$ cat config.mk
export PLATFORM = sky130hd
export DESIGN_NAME = fixture_picobello_top
export DESIGN_NICKNAME = d
export VERILOG_FILES = /design/src/rtl/fixture_picobello_top.sv
export SDC_FILE = /design/constraint.sdc
export NUM_CORES = 1
export LEC_CHECK = 0
export CAP_MARGIN = 15
export CORE_AREA = 3 3 132 134
export CTS_BUF_LIST = sky130_fd_sc_hd__clkbuf_4 sky130_fd_sc_hd__clkbuf_8
export DETAILED_ROUTE_END_ITERATION = 16
export DIE_AREA = 0 0 135 137
export HOLD_SLACK_MARGIN = 0.12
export PLACE_DENSITY_LB_ADDON = 0.1
export SLEW_MARGIN = 20
export SYNTH_ARGS = -nofsm -noshare
export SYNTH_HDL_FRONTEND = slang
export SYNTH_SLANG_ARGS = --single-unit
$ cat constraint.sdc
create_clock -name clk_i -period 2.5 [get_ports clk_i]
set_input_delay 0.5 -clock clk_i [delete_from_list [all_inputs] [get_ports clk_i]]
set_output_delay 0.5 -clock clk_i [all_outputs]
set_load 0.05 [all_outputs]
$ cat src/rtl/fixture_picobello_top.sv
// Test fixture around a picobello-style DUT: stretches the DUT reset, preloads an image,
// kicks the entry point, polls the end-of-computation register and watches the UART line.
module fixture_picobello_top #(
  parameter int unsigned          AddrWidth     = 64,
  parameter int unsigned          DataWidth     = 32,
  parameter logic [AddrWidth-1:0] ScratchAddr   = 64'h0300_0008,
  parameter logic [AddrWidth-1:0] WakeAddr      = 64'h0300_0010,
  parameter int unsigned          PollInterval  = 16,
  parameter int unsigned          RstStretch    = 8,
  parameter int unsigned          UartBitCycles = 16
) (
  input  logic                 clk_i,
  input  logic                 rst_i,
  input  logic                 clk_rst_bypass_i,
  input  logic                 start_i,
  input  logic [1:0]           boot_mode_i,
  input  logic [1:0]           preload_mode_i,
  input  logic                 snitch_preload_i,
  input  logic [AddrWidth-1:0] entry_i,
  input  logic                 pre_valid_i,
  output logic                 pre_ready_o,
  input  logic [AddrWidth-1:0] pre_addr_i,
  input  logic [DataWidth-1:0] pre_data_i,
  input  logic                 pre_last_i,
  output logic                 mem_req_o,
  output logic                 mem_we_o,
  output logic [AddrWidth-1:0] mem_addr_o,
  output logic [DataWidth-1:0] mem_wdata_o,
  input  logic                 mem_gnt_i,
  input  logic                 mem_rvalid_i,
  input  logic [DataWidth-1:0] mem_rdata_i,
  output logic                 dut_rst_o,
  input  logic                 uart_rx_i,
  output logic                 uart_reading_byte_o,
  output logic                 busy_o,
  output logic                 done_o,
  output logic                 error_o,
  output logic                 finish_o,
  output logic [31:0]          exit_code_o
);

  typedef enum logic [3:0] {
    WAIT_RST  = 4'd0,
    IDLE      = 4'd1,
    LOAD      = 4'd2,
    KICK      = 4'd3,
    POLL_WAIT = 4'd4,
    POLL_REQ  = 4'd5,
    POLL_RSP  = 4'd6,
    DONE      = 4'd7,
    ERROR     = 4'd8
  } state_e;

  localparam logic [DataWidth-1:0] KickDefault = DataWidth'(1);
  localparam logic [15:0] StretchLast = 16'(RstStretch - 1);
  localparam logic [15:0] PollLast    = 16'(PollInterval - 1);
  localparam logic [15:0] UartLast    = 16'(10 * UartBitCycles - 1);

  state_e               state;
  state_e               next_state;
  logic [15:0]          cnt;
  logic [15:0]          cnt_next;
  logic                 latch_en;
  logic                 exit_load;
  logic                 snitch_latched;
  logic [DataWidth-1:0] entry_latched;

  logic                 rx_meta;
  logic                 rx_sync;
  logic                 rx_prev;
  logic [15:0]          uart_cnt;

  // Entry bits above the data width never reach the wake register.
  logic unused_entry_bits;
  assign unused_entry_bits = ^entry_i[AddrWidth-1:DataWidth];

  // Boot decode; the mode bits only steer this choice, so only the kick payload is kept.
  function automatic state_e decode_boot(input logic [1:0] boot, input logic [1:0] prel,
                                         input logic snitch);
    state_e target;
    case (boot)
      2'd0: begin
        if (prel == 2'd2 && snitch) target = ERROR;
        else                        target = LOAD;
      end
      2'd1:       target = ERROR;
      2'd2, 2'd3: target = POLL_WAIT;
      default:    target = ERROR;
    endcase
    return target;
  endfunction

  // Next-state, counter and memory-port decode.
  always_comb begin
    next_state  = state;
    cnt_next    = 16'd0;
    latch_en    = 1'b0;
    exit_load   = 1'b0;
    mem_req_o   = 1'b0;
    mem_we_o    = 1'b0;
    mem_addr_o  = '0;
    mem_wdata_o = '0;
    pre_ready_o = 1'b0;
    case (state)
      WAIT_RST: begin
        if (clk_rst_bypass_i || cnt == StretchLast) next_state = IDLE;
        else                                        cnt_next   = cnt + 16'd1;
      end
      IDLE, DONE, ERROR: begin
        if (start_i) begin
          latch_en   = 1'b1;
          next_state = decode_boot(boot_mode_i, preload_mode_i, snitch_preload_i);
        end else begin
          next_state = state;
        end
      end
      LOAD: begin
        mem_req_o   = pre_valid_i;
        mem_we_o    = 1'b1;
        mem_addr_o  = pre_addr_i;
        mem_wdata_o = pre_data_i;
        pre_ready_o = pre_valid_i & mem_gnt_i;
        if (pre_valid_i && mem_gnt_i && pre_last_i) next_state = KICK;
        else                                        next_state = LOAD;
      end
      KICK: begin
        mem_req_o   = 1'b1;
        mem_we_o    = 1'b1;
        mem_addr_o  = WakeAddr;
        mem_wdata_o = snitch_latched ? entry_latched : KickDefault;
        if (mem_gnt_i) next_state = POLL_WAIT;
        else           next_state = KICK;
      end
      POLL_WAIT: begin
        if (cnt == PollLast) next_state = POLL_REQ;
        else                 cnt_next   = cnt + 16'd1;
      end
      POLL_REQ: begin
        mem_req_o  = 1'b1;
        mem_addr_o = ScratchAddr;
        if (mem_gnt_i) next_state = POLL_RSP;
        else           next_state = POLL_REQ;
      end
      POLL_RSP: begin
        if (mem_rvalid_i && mem_rdata_i[0]) begin
          exit_load  = 1'b1;
          next_state = DONE;
        end else if (mem_rvalid_i) begin
          next_state = POLL_WAIT;
        end else begin
          next_state = POLL_RSP;
        end
      end
      default: next_state = WAIT_RST;
    endcase
  end

  // State, latched start inputs and status outputs registered from the next state.
  always_ff @(posedge clk_i) begin
    if (rst_i) begin
      state          <= WAIT_RST;
      cnt            <= 16'd0;
      snitch_latched <= 1'b0;
      entry_latched  <= '0;
      exit_code_o    <= 32'd0;
      dut_rst_o      <= 1'b1;
      busy_o         <= 1'b0;
      done_o         <= 1'b0;
      error_o        <= 1'b0;
    end else begin
      state <= next_state;
      cnt   <= cnt_next;
      if (latch_en) begin
        snitch_latched <= snitch_preload_i;
        entry_latched  <= entry_i[DataWidth-1:0];
      end
      if (exit_load) exit_code_o <= {1'b0, mem_rdata_i[31:1]};
      dut_rst_o <= (next_state == WAIT_RST);
      busy_o    <= (next_state inside {LOAD, KICK, POLL_WAIT, POLL_REQ, POLL_RSP});
      done_o    <= (next_state == DONE);
      error_o   <= (next_state == ERROR);
    end
  end

  // UART start-bit monitor: idle-high synchronizer, then a fixed one-frame window.
  always_ff @(posedge clk_i) begin
    if (rst_i) begin
      rx_meta             <= 1'b1;
      rx_sync             <= 1'b1;
      rx_prev             <= 1'b1;
      uart_reading_byte_o <= 1'b0;
      uart_cnt            <= 16'd0;
    end else begin
      rx_meta <= uart_rx_i;
      rx_sync <= rx_meta;
      rx_prev <= rx_sync;
      if (uart_reading_byte_o) begin
        if (uart_cnt == UartLast) begin
          uart_reading_byte_o <= 1'b0;
          uart_cnt            <= 16'd0;
        end else begin
          uart_cnt <= uart_cnt + 16'd1;
        end
      end else if (rx_prev && !rx_sync) begin
        uart_reading_byte_o <= 1'b1;
        uart_cnt            <= 16'd0;
      end else begin
        uart_cnt <= 16'd0;
      end
    end
  end

  assign finish_o = done_o & ~uart_reading_byte_o;

endmodule

==> run metrics <==
clock latency on the worst-skew pair between 300 and 400 ps; Final Max Tran Viols 0; crit path DAT 1910 ps; post-synthesis instance total 630; routability cong. 0.851; Post-CTS Hold Buffers 0; # placed instances about 1100; worst-margin pin slew ~640 ps; # IOs about 340; via count ~5500; Avg Inst Size Synth 8.06 µm²; Layout Cells excl Fill approximately 1200; commonest cells after routing, fill and taps aside clkdlybuf4s50_1 (209), nand2_1 (143), dfxtp_1 (106), buf_12 (102), a21oi_1 (73); fmax 415 MHz; final WL 21300 µm; CP Launch Type flop; Pre-Repair DR Iteration Count 5; largest net degree at the start of global routing 48; via/cell ratio 4.76; Starting DRT DRC Count 286; total global-route track usage 20.7%; Post-synth EDFFs 0; synth top area cells dfxtp_1 (43%), nand2_1 (11%), and2_1 (7.8%); Final Util 59.4%; Crit Path Category flop to output port; # diodes 0; Critical Path Sink Type output port; grt peak-use layer met2; total global routing overflow 0; Yosys top cell area share 42.6%; Warnings, synthesis 0; Post-route DRC 0; Slew HR 57.0%; HPWL after DPL about 16000 µm; Area Growth Syn to Fin 91.9%; FF+latch count, synth 108; Sink Count 108; first-pass GRT wire length 29600 µm; Cell Area, Synth 5080 µm²; total of max-cap violations 0; slowest CP cell dfxtp_4; DIE HEIGHT 137 µm; Yosys cell types 51; Antenna Nets Post-Route 0; CP required 2000 ps; initial antenna violation count 0; Die Width 135 µm; Area after DPL 9330 µm²; die area 18500 µm²; most common cell after layout, fill and taps aside clkdlybuf4s50_1; hold crit path type flop to flop; vias in the first global route around 5200; peak per-stage delay on the critical path 400 ps; period utilisation layout a little over nine tenths; CTS buffer count 9; Initial Util a little under a third; Root Driver clkbuf_8; Synth Flop Type dfxtp_1; total power 3.95 mW; WL/cell 18.5 µm; worst hold slack ~420 ps; ratio of cells with drive above 1 in the final layout 17.4%; CORE AREA 16400 µm²; leak pwr 3.60 nW; final net count 1133; Fin. Hold Viols 0; met3 Usage GRT 5.51%; dominant cell type by area after synthesis dfxtp_1; Async SR Flop Fraction 0%; pwr dens 405 nW/µm²; # rows 47; Max FO, Critical Path 11; syn nets 838; sequential-to-total area share from yosys stat 42.6%; Finished Cell Area roughly 10000 µm²; Setup-failing EPs final 0; status completed; CP Cell Sequence nand2b_4, nor3_4, buf_6, buf_6, a22o_1, buf_12; TritonCTS clock tree done; min Tclk post-route 2410 ps; met2 Use GR 39.5%; IO Port Bufs 309; Max clock buf depth 2; CP dominant cell by count buf_6; CTS H-tree lvls 3; clock slew at reported path FFs 100 ps; Clock Skew approximately 13 ps; Max IR drop VDD 0.453 mV; met1 GRT Util around 23%
[cell usage after synthesis, types with 5 or more instances]
cell,n
and4_1,5
clkbuf_1,21
buf_4,6
nor2_1,37
nand4_1,8
nand3_1,14
buf_2,16
nand2_1,143
xor2_1,22
and2_1,63
dfxtp_1,108
a21oi_1,73
xnor2_1,8
and3_1,9
nor4_1,5
a22o_1,32
[metrics by stage]
step	TNS [ps]	worst slack [ps]
2_1_floorplan	0	3.88
3_3_place_gp	0	262
3_5_place_dp	0	212
4_1_cts	-287	-16.0
5_1_grt	-15.0	-3.26
6_report	0	91.3
[repair_timing]
| item | CTS | global route |
|---|---|---|
| gates resized for setup | 7 | 17 |
| cloned | 1 | 4 |
| setup endpoints to repair | 92 | 88 |
| pin swaps | 1 | 2 |
| buffers inserted | 1 | 2 |
[final cells by class]
type | instances | area, µm²
clock buffers | 10 | 138
clock inverters | 6 | 48.8
fillers | 1415 | 6660
inverters | 4 | 15.0
multi-input cells | 472 | 2750
flip-flops and latches | 108 | 2170
well taps | 220 | 275
repair buffers | 330 | 4360
[final timing paths]
path | cells after the start | startpoint | slack [ps] | end
hold reg to reg | 1 | rx_meta | 420 | rx_sync
hold / removal | 1 | rx_meta | 420 | rx_sync
setup / recovery | 6 | state[0] | 90 | mem_wdata_o[19]
setup reg to reg | 5 | uart_cnt[0] | 650 | uart_reading_byte_o
[where the power goes]
part | switching, mW | internal (mW)
combinational | 0.520 | 0.583
sequential | 0.0384 | 1.77
clock | 0.635 | 0.398
total | 1.19 | 2.76
[flip-flops by register name, summed over array words and instances, names as in the netlist]
| signal | flops |
|---|---|
| busy_o | 1 |
| cnt | 16 |
| done_o | 1 |
| dut_rst_o | 1 |
| entry_latched | 32 |
| error_o | 1 |
| exit_code_o | 31 |
| rx_meta | 1 |
| rx_prev | 1 |
| rx_sync | 1 |
| snitch_latched | 1 |
| state | 4 |
| uart_cnt | 16 |
| uart_reading_byte_o | 1 |
[worst max-delay path: cells and delay by family, from the launching register on]
family | cells | cell delay, ps
buffers and inverters | 3 | 480
and+or+nand+nor | 2 | 430
DFF | 1 | 400
AOI/OAI and AO/OA | 1 | 200
[layer usage]
layer  part of all wire [%]  vias to the layer above
met5                      0                        -
li1                       -                     2708
met4                   0.89                        0
met1                     38                     2541
met3                    7.1                       12
met2                     54                      211
[cell families after synthesis]
family	Yosys count	synth area share [%]
compound gates	126	15.9
xor+xnor	30	5.17
fa+ha+maj	2	0.493
buf+inv	50	4.98
flops	108	42.6
mux	1	0.197
other cells	1	0.0738
simple gates	312	30.6
(Power assumes the default switching activity.)
